--- src/rtl/exbus_pkg.sv ---
// Shared definitions for the exbus packet FIFO family.
// Holds the write-side state encoding used by expktfifo and a pointer
// increment helper shared by the address registers.
package exbus_pkg;

  // Write-side packet state.
  // IDLE: no packet is open.
  // OPEN: words of an uncommitted packet are held.
  // DROP: an overflowed packet is being discarded until its last word.
  typedef enum logic [1:0] {
    WR_IDLE = 2'd0,
    WR_OPEN = 2'd1,
    WR_DROP = 2'd2
  } wr_state_t;

  // Pointer increment helper. Pointers are one bit wider than the
  // RAM address, so the sum wraps naturally modulo twice the depth.
  function automatic logic [31:0] ptr_inc(input logic [31:0] ptr);
    ptr_inc = ptr + 32'd1;
  endfunction

endpackage

--- src/rtl/exfifo_mem.sv ---
// Simple dual-port storage for expktfifo.
// Synchronous write port, asynchronous (combinational) read port.
// Ports:
//   clk   - write clock
//   we    - write enable
//   waddr - write address
//   wdata - write data
//   raddr - read address
//   rdata - read data, combinational from raddr
module exfifo_mem #(
  parameter int W  = 9,
  parameter int AW = 4
) (
  input  logic          clk,
  input  logic          we,
  input  logic [AW-1:0] waddr,
  input  logic [W-1:0]  wdata,
  input  logic [AW-1:0] raddr,
  output logic [W-1:0]  rdata
);

  logic [W-1:0] mem [0:(1<<AW)-1];

  // Storage write port.
  always_ff @(posedge clk) begin
    if (we) begin
      mem[waddr] <= wdata;
    end
  end

  assign rdata = mem[raddr];

endmodule

--- src/rtl/expktfifo.sv ---
// Packet FIFO: words become visible to the reader only once the final word
// of their packet has been written. Open packets can be aborted, and a
// packet that overflows the buffer is either discarded whole
// (OPT_DROP_ON_OVERFLOW=1) or loses only the overflowing word.
// Ports:
//   i_clk, i_reset          - clock, synchronous active-high reset
//   i_wr, i_data, i_last    - write strobe, data, end-of-packet marker
//   i_abort                 - discard the open packet
//   o_full, o_afull, o_fill - occupancy (committed plus uncommitted words)
//   o_pkts                  - committed packets not yet fully read
//   o_overflow              - one-cycle pulse on a rejected overflow write
//   o_valid, i_ready        - read handshake
//   o_data, o_last          - head-of-queue word
module expktfifo
  import exbus_pkg::*;
#(
  parameter int BW                   = 8,
  parameter int LGFLEN               = 4,
  parameter int AFULL                = (1 << LGFLEN) - 2,
  parameter bit OPT_DROP_ON_OVERFLOW = 1'b1
) (
  input  logic            i_clk,
  input  logic            i_reset,
  input  logic            i_wr,
  input  logic [BW-1:0]   i_data,
  input  logic            i_last,
  input  logic            i_abort,
  output logic            o_full,
  output logic            o_afull,
  output logic [LGFLEN:0] o_fill,
  output logic [LGFLEN:0] o_pkts,
  output logic            o_overflow,
  output logic            o_valid,
  input  logic            i_ready,
  output logic [BW-1:0]   o_data,
  output logic            o_last
);

  localparam logic [LGFLEN:0] FLEN_W  = {1'b1, {LGFLEN{1'b0}}};
  localparam logic [LGFLEN:0] AFULL_W = AFULL[LGFLEN:0];

  wr_state_t       state, state_nxt;
  logic [LGFLEN:0] wr_addr, wr_addr_nxt;
  logic [LGFLEN:0] cm_addr, cm_addr_nxt;
  logic [LGFLEN:0] rd_addr;
  logic [LGFLEN:0] wr_addr_inc;
  logic [LGFLEN:0] pkts, pkts_nxt;
  logic            overflow;
  logic            wr_ok;
  logic            ovf_evt;
  logic            rd_en;
  logic [BW:0]     rd_word;
  logic [31:0]     wr_inc_full;

  assign o_fill  = wr_addr - rd_addr;
  assign o_full  = (o_fill == FLEN_W);
  assign o_afull = (o_fill >= AFULL_W);
  assign o_valid = (rd_addr != cm_addr);
  assign o_pkts  = pkts;
  assign o_overflow = overflow;
  assign o_last  = rd_word[BW];
  assign o_data  = rd_word[BW-1:0];

  // Fullness is judged on the registered fill, so a read in the same
  // cycle never makes room for a write.
  assign rd_en   = o_valid && i_ready;
  assign wr_ok   = i_wr && !o_full && (state != WR_DROP) && !i_abort;
  assign ovf_evt = i_wr && o_full && (state != WR_DROP) && !i_abort;

  assign wr_inc_full = ptr_inc({{(31-LGFLEN){1'b0}}, wr_addr});
  assign wr_addr_inc = wr_inc_full[LGFLEN:0];

  // Write-side next state and write/commit pointer updates.
  always_comb begin
    state_nxt   = state;
    wr_addr_nxt = wr_addr;
    cm_addr_nxt = cm_addr;
    if (i_abort) begin
      state_nxt   = WR_IDLE;
      wr_addr_nxt = cm_addr;
    end else if (ovf_evt) begin
      if (OPT_DROP_ON_OVERFLOW) begin
        wr_addr_nxt = cm_addr;
        state_nxt   = i_last ? WR_IDLE : WR_DROP;
      end else begin
        state_nxt = state;
      end
    end else begin
      case (state)
        WR_IDLE, WR_OPEN: begin
          if (wr_ok) begin
            wr_addr_nxt = wr_addr_inc;
            if (i_last) begin
              cm_addr_nxt = wr_addr_inc;
              state_nxt   = WR_IDLE;
            end else begin
              state_nxt = WR_OPEN;
            end
          end else begin
            state_nxt = state;
          end
        end
        WR_DROP: begin
          if (i_wr && i_last) begin
            state_nxt = WR_IDLE;
          end else begin
            state_nxt = WR_DROP;
          end
        end
        default: state_nxt = WR_IDLE;
      endcase
    end
  end

  // Packet count: a commit and a last-word read on the same edge cancel.
  always_comb begin
    pkts_nxt = pkts;
    case ({wr_ok && i_last, rd_en && o_last})
      2'b10:   pkts_nxt = pkts + 1'b1;
      2'b01:   pkts_nxt = pkts - 1'b1;
      default: pkts_nxt = pkts;
    endcase
  end

  // Pointer, count, state and overflow-pulse registers.
  always_ff @(posedge i_clk) begin
    if (i_reset) begin
      state    <= WR_IDLE;
      wr_addr  <= '0;
      cm_addr  <= '0;
      rd_addr  <= '0;
      pkts     <= '0;
      overflow <= 1'b0;
    end else begin
      state    <= state_nxt;
      wr_addr  <= wr_addr_nxt;
      cm_addr  <= cm_addr_nxt;
      rd_addr  <= rd_en ? rd_addr + 1'b1 : rd_addr;
      pkts     <= pkts_nxt;
      overflow <= ovf_evt;
    end
  end

  exfifo_mem #(
    .W  (BW + 1),
    .AW (LGFLEN)
  ) u_mem (
    .clk   (i_clk),
    .we    (wr_ok && !i_reset),
    .waddr (wr_addr[LGFLEN-1:0]),
    .wdata ({i_last, i_data}),
    .raddr (rd_addr[LGFLEN-1:0]),
    .rdata (rd_word)
  );

endmodule

--- config.mk ---
export PLATFORM = sky130hd
export DESIGN_NAME = expktfifo
export DESIGN_NICKNAME = d
export VERILOG_FILES = /design/src/rtl/exbus_pkg.sv /design/src/rtl/exfifo_mem.sv /design/src/rtl/expktfifo.sv
export SDC_FILE = /design/constraint.sdc
export NUM_CORES = 1
export LEC_CHECK = 0
export CORE_ASPECT_RATIO = 1.5
export CORE_UTILIZATION = 35
export CTS_BUF_LIST = sky130_fd_sc_hd__clkbuf_8
export CTS_CLUSTER_SIZE = 14
export DETAILED_ROUTE_END_ITERATION = 12
export PLACE_DENSITY = 0.58
export REMOVE_ABC_BUFFERS = 1
export SYNTH_ARGS = -nofsm -noshare
export SYNTH_HDL_FRONTEND = slang
export SYNTH_SLANG_ARGS = --single-unit
--- constraint.sdc ---
create_clock -name i_clk -period 3.8 [get_ports i_clk]
set_input_delay 0.57 -clock i_clk [delete_from_list [all_inputs] [get_ports i_clk]]
set_output_delay 0.57 -clock i_clk [all_outputs]
set_load 0.01 [all_outputs]
== Yosys cells after proc, flatten, opt, wreduce, memory -nomap -nowiden ==
Memories as Yosys holds them, arrays and structs flattened. A register that Yosys moved wholly into a read port is not among the register bits.
Cells that the tools add are included.
Word-level totals
  latch bits: 0
  ROM bits: 0
  output and inout bits: 23
  bits in writable memories: 144
  register bits: 23
  memories: 1
Operators by class
  reductions and logical operators: 22
  $lt $le $gt $ge: 1
  equality and inequality tests: 8
  $mul: 0
  muxes and demuxes: 15
  shift operators: 0
  $add $sub $neg: 5
  div/mod/pow operators: 0
  bitwise gates (word level): 2
Memories
  u_mem.mem: depth 16, bits a word 9, rd ports 1, clocked after memory_dff 1, wr ports 1, line exfifo_mem.sv:22  | logic [W-1:0] mem [0:(1<<AW)-1];
Operators with widths (count)
  5-bit two-way mux: 4
  5-bit by 1-bit adder with 5-bit output (second input constant): 3
  1-bit logical AND: 11
  5-bit case mux with 2 select lines: 1
  2-bit two-way mux: 4
  4-bit two-way mux: 2
  3-bit nonzero test: 2
  5-bit == test (second input constant): 1
  5-bit by 4-bit >= comparator with 1-bit output (second input constant): 1
  5-bit != test: 1
  5-bit AND reduction: 1
  5-bit by 1-bit subtractor with 5-bit output (second input constant): 1
  5-bit subtractor: 1
  2-bit by 1-bit == test with 1-bit output (second input constant): 2
  2-bit == test (second input constant): 2
  2-bit case mux with 2 select lines: 1
  2-bit OR reduction: 2
  1-bit zero test: 3
  1-bit two-way mux: 3
  3-bit != test (second input constant): 1
  2-bit zero test: 1
  2-bit != test (second input constant): 1
  1-bit inverter: 2
  2-bit AND reduction: 1
  2-bit nonzero test: 1

== Logic depth before layout (Yosys ltp) ==
  word-level depth: 10
  mapped depth: 16
  depth with buffers taken out: 16

== Cells and area by module ==
A second synthesis with hierarchy kept.
Unflattened totals
  cells, all modules: 428
  area, all modules: 7098.1 um2
By module, submodules not included
  exfifo_mem: cells each 245, area each 5600.4 um2, instances 1
  expktfifo: cells each 183, area each 1497.7 um2, instances 1

== Worst setup path after synthesis ==
No wires, ideal clock.
  path type: register to register
  start point: register rd_addr[2]
  end point: register pkts[4] (netlist: o_pkts[4])
  stages on the path, launching flop included: 16
  period minus slack after synthesis: 3546 ps
  setup slack: 254 ps
  arrival time: 3476 ps
  buffers on the path: 0
  cells stage by stage: dfxtp_1 -> inv_1 -> ha_1 -> a21oi_1 -> o21ai_0 -> xnor2_1 -> inv_1 -> o21ai_1 -> or3_1 -> ha_1 -> ha_1 -> a21o_1 -> a21oi_1 -> xor2_1 -> or3_1 -> a21oi_1
Between the ends
  longest elaborated chain between the ends: 9
  elaborated cells between the ends (all ways): 14
  classes of those cells: 1 x add/sub; 4 x eq/ne; 1 x mux; 8 x reduce/logical
RTL lines
  start, declared: line expktfifo.sv:45  | logic [LGFLEN:0] rd_addr;
  start signal, assigned: line expktfifo.sv:138  | rd_addr <= rd_en ? rd_addr + 1'b1 : rd_addr;
  5-bit subtractor (*): line expktfifo.sv:55  | assign o_fill = wr_addr - rd_addr;
  net o_fill[3]: line expktfifo.sv:30  | output logic [LGFLEN:0] o_fill,
  5-bit == test (*): line expktfifo.sv:56  | assign o_full = (o_fill == FLEN_W);
  1-bit zero test (*): line expktfifo.sv:67  | assign wr_ok = i_wr && !o_full && (state != WR_DROP) && !i_abort;
  1-bit logical AND (*) (3 in a row): line expktfifo.sv:67
  1-bit logical AND (*): line expktfifo.sv:118  | case ({wr_ok && i_last, rd_en && o_last})
  2-bit by 1-bit == test with 1-bit output / 2-bit == test (equally long branches): line expktfifo.sv:118
  5-bit case mux with 2 select lines / 2-bit nonzero test (equally long branches)
  end signal, assigned: line expktfifo.sv:139  | pkts <= pkts_nxt;
  end, declared: line expktfifo.sv:47  | logic [LGFLEN:0] pkts, pkts_nxt;
Mark *: on every way through the listed nets, which the timed path passes. The rest lies on a longest branch.
A chain may end at the register's enable or synchronous reset.

== Final worst setup path ==
  start point: register wr_addr[0]
  end point: output port o_full
Between the ends
  longest elaborated chain between the ends: 2
RTL lines
  start, declared: line expktfifo.sv:43  | logic [LGFLEN:0] wr_addr, wr_addr_nxt;
  start signal, assigned: line expktfifo.sv:136  | wr_addr <= wr_addr_nxt;
  5-bit subtractor: line expktfifo.sv:55
  5-bit == test: line expktfifo.sv:56
  end, declared: line expktfifo.sv:28  | output logic o_full,
No other way between the ends.

==> flow_summary_export.csv <==
group,metric,value,unit
outcome,status,"complete, no violations",
yosys,avgSynthCellArea,17.3,um^2
floorplanning,coreArea,19900,um^2
critical_path,cp_top_family,"buffers and inverters",
power,ir_worst_vdd,206,uV
clock_tree,ctsHoldBuffers,0,
placed_design,dp_hpwl,10100,um
drt,viasPerCell,5.09,
critical_path,r2r_setup_slack,0.24,ns
placed_design,gp_congestion,0.812,
yosys,yosys_most_used_dff,"edfxtp_1",
yosys,synthArstFlopShare,0,
timing,worstMarginPinSlew,0.695,ns
placed_design,dp_cells,717,
clock_tree,path_clk_slew,0.09,ns
drt,drc,0,
final_layout,fin_area,8510,um^2
timing,finalMaxSlewViolations,0,
drt,via_count,3815,
critical_path,path_cells,"inv_1, ha_1, inv_1, fa_1, xor2_2, nor3_1, and3_4, nand2_1, inv_1, clkdlybuf4s50_1",
floorplanning,initial_core_util,0.361,
yosys,synth-seq-area-share,0.676,
yosys,yosys_warnings,0,
final_layout,layout.nets,506,
critical_path,startpoint_type,"flop",
timing,fin_skew,0.0221,ns
global_route,grt_max_degree,29,
clock_tree,cts_tree,"yes",
timing,final-setup-viol-count,0,
power,switchingPower,0.905,mW
critical_path,cp_max_fo,8,
final_layout,final_cell_mix,"edfxtp_1 (144), mux4_2 (45), clkdlybuf4s50_1 (36), buf_4 (28), dfxtp_1 (24)",
power,power_density,446,nW/um^2
critical_path,endpoint,"o_full",
critical_path,crit_cells,10,
power,netSwitchingFraction,0.238,
clock_tree,clkSinkCount,171,
clock_tree,clock_latency,0.46,ns
placed_design,placed_cell_area,8110,um^2
critical_path,cp.required,3.23,ns
global_route,antenna_found_initial,0,
timing,slew_headroom,0.536,
clock_tree,numCtsBuffers,17,
power,clock_power_share,0.324,
critical_path,critPathSlowestCell,"clkdlybuf4s50_1",
yosys,synth_edf_count,144,
global_route,grt_pass1_wl,23700,um
final_layout,multi_input_area,2320,um^2
yosys,ys_ff_latch,171,
critical_path,crit_arrival,3.01,ns
final_layout,diodes,0,
final_layout,utilization,0.427,
timing,finalCriticalPeriod,3.58,ns
drt,drt-pass1-iter-count,4,
critical_path,cpMostUsedCell,"inv_1",
clock_tree,cts_buffer_depth,2,
floorplanning,fp.dieH,178,um
floorplanning,fp-row-count,63,
power,total_power,3.80,mW
final_layout,fin_cells,750,
critical_path,critPathKind,"flop to output port",
drt,wl,15400,um
timing,setup_ws,0.225,ns
global_route,grt_pass1_vias,4207,
final_layout,area_growth_syn_to_layout,18.3,%
drt,first_iter_violations,199,
final_layout,final_common_cell,"edfxtp_1",
critical_path,worst-r2r-cell-count,16,
timing,finalCritPeriodShare,0.941,
drt,routedWlPerCell,20.5,um
clock_tree,root_buffer,"clkbuf_8",
yosys,syn_area,7190,um^2
critical_path,critPathLaunch,"wr_addr[0]",
final_layout,seqCellArea,4870,um^2
power,seqPwrFrac,0.545,
power,comb_power_share,0.131,
power,power.leakage,2.72,nW
yosys,synth_cell_type_count,45,
power,p_int,2.89,mW
critical_path,r2r-end,"o_pkts[4]",
flow_run,cap_violations,0,
worst_hold_path,worstHoldPathType,"flop to flop",
floorplanning,ioPinCount,37,
floorplanning,dieArea,21100,um^2
critical_path,endpoint_kind,"output port",
timing,whs,0.497,ns
timing,timing.setup.tns,0,ns
timing,final_hold_viol_count,0,
critical_path,reg2reg_from,"wr_addr[0]",
global_route,gr-total-overflow,0,
floorplanning,fp.dieW,119,um
placed_design,pre_cts_ws,0.0967,ns
global_route,grt_usage,0.156,
clock_tree,htree_levels,4,
placed_design,io_buffers,36,
drt,final_antenna_net_count,0,
critical_path,critPathBufInv,4,
final_layout,fillers,1761,
final_layout,drive_above_1_share,0.269,
yosys,syn_inst,415,
timing,max_freq,0.280,GHz
critical_path,cp_slowest_stage_delay,0.55,ns
==> metal layers <==
metal / global-route usage / vias to the layer above / wire, um / part of all wire
met5: 0 / - / 0 / 0
met4: 0.0691 / 0 / 299 / 0.019
met3: 0.0350 / 21 / 687 / 0.045
met2: 0.285 / 106 / 8570 / 0.56
met1: 0.172 / 1924 / 5800 / 0.38
li1: - / 1764 / - / -
==> registers in the layout, summed over array words and instances, names as in the netlist, named ones only <==
| signal | count |
|---|---|
| o_overflow | 1 |
| u_mem.mem | 144 |
| state | 2 |
| o_pkts | 5 |
| rd_addr | 5 |
| wr_addr | 5 |
| cm_addr | 5 |
==> logic make-up after synthesis <==
family / count (synthesis) / share of synthesized area
AOI/OAI and AO/OA: 38 / 0.0357
xor gates and xnor gates: 19 / 0.0231
adders and majority gates: 15 / 0.0282
buffers and inverters: 34 / 0.0200
DFF: 171 / 0.676
muxes: 55 / 0.155
and+or+nand+nor: 83 / 0.0614
==> worst min-delay path by stage <==
stage                     startpoint   endpoint  slack, ns  depth (start not counted)
final                       state[0]   state[0]       0.50                          2
after global routing        state[0]   state[0]       0.55                          2
after CTS                   state[0]   state[0]       0.51                          2
after detailed placement   o_pkts[4]  o_pkts[4]       0.49                          2
after global placement      state[0]   state[0]       0.47                          2
after floorplan             state[0]   state[0]       0.45                          2
==> synthesized netlist by cell type (2+ instances only) <==
cell type,number,area share
edfxtp_1,144,0.60
mux4_2,45,0.14
dfxtp_1,27,0.075
nand2_1,16,0.0083
nor2_1,15,0.0078
clkbuf_1,13,0.0068
ha_1,13,0.023
inv_1,13,0.0068
a21oi_1,11,0.0077
xnor2_1,11,0.013
o21ai_0,10,0.0070
nand2b_1,8,0.0070
nor3_1,8,0.0056
nor4_1,8,0.0070
xor2_1,8,0.0097
nand3_1,7,0.0049
mux2i_1,6,0.0083
and4_1,4,0.0049
buf_2,4,0.0028
mux2_2,4,0.0063
or3_1,4,0.0035
nor2b_1,3,0.0026
or2_2,3,0.0026
a211oi_1,2,0.0021
a21o_1,2,0.0021
a31o_2,2,0.0024
a41oi_1,2,0.0024
and2_1,2,0.0017
buf_1,2,0.0010
fa_1,2,0.0056
o22ai_1,2,0.0017
==> final cells by class <==
cell class | count | share of cell area
Multi-Input combinational cell | 210 | 0.272
Tap cell | 260 | 0.0382
Clock buffer | 17 | 0.0275
Timing Repair Buffer | 64 | 0.0670
Clock inverter | 15 | 0.0173
Inverter | 13 | 0.00573
Sequential cell | 171 | 0.572
==> power groups by stage <==
stage                     clock network [mW]  registers, mW  logic, mW
after floorplan                            0           2.14      0.261
after global placement                     0           2.11      0.490
after detailed placement                   0           2.11      0.496
after CTS                               1.27           2.07      0.500
after global routing                    1.33           2.07      0.542
final                                   1.23           2.07      0.497
==> tightest hold or removal path: cells and delay by family, from the launching register on <==
kind | cells | cell delay, ns
and+or+nand+nor | 1 | 0.07
DFF | 1 | 0.32
AOI/OAI and AO/OA | 1 | 0.07
==> repair_timing <==
| item | CTS | global route |
|---|---|---|
| setup endpoints to repair | 0 | 1 |
| setup buffers | 0 | 1 |
| resized for setup | 0 | 4 |
(Power assumes the default switching activity.)
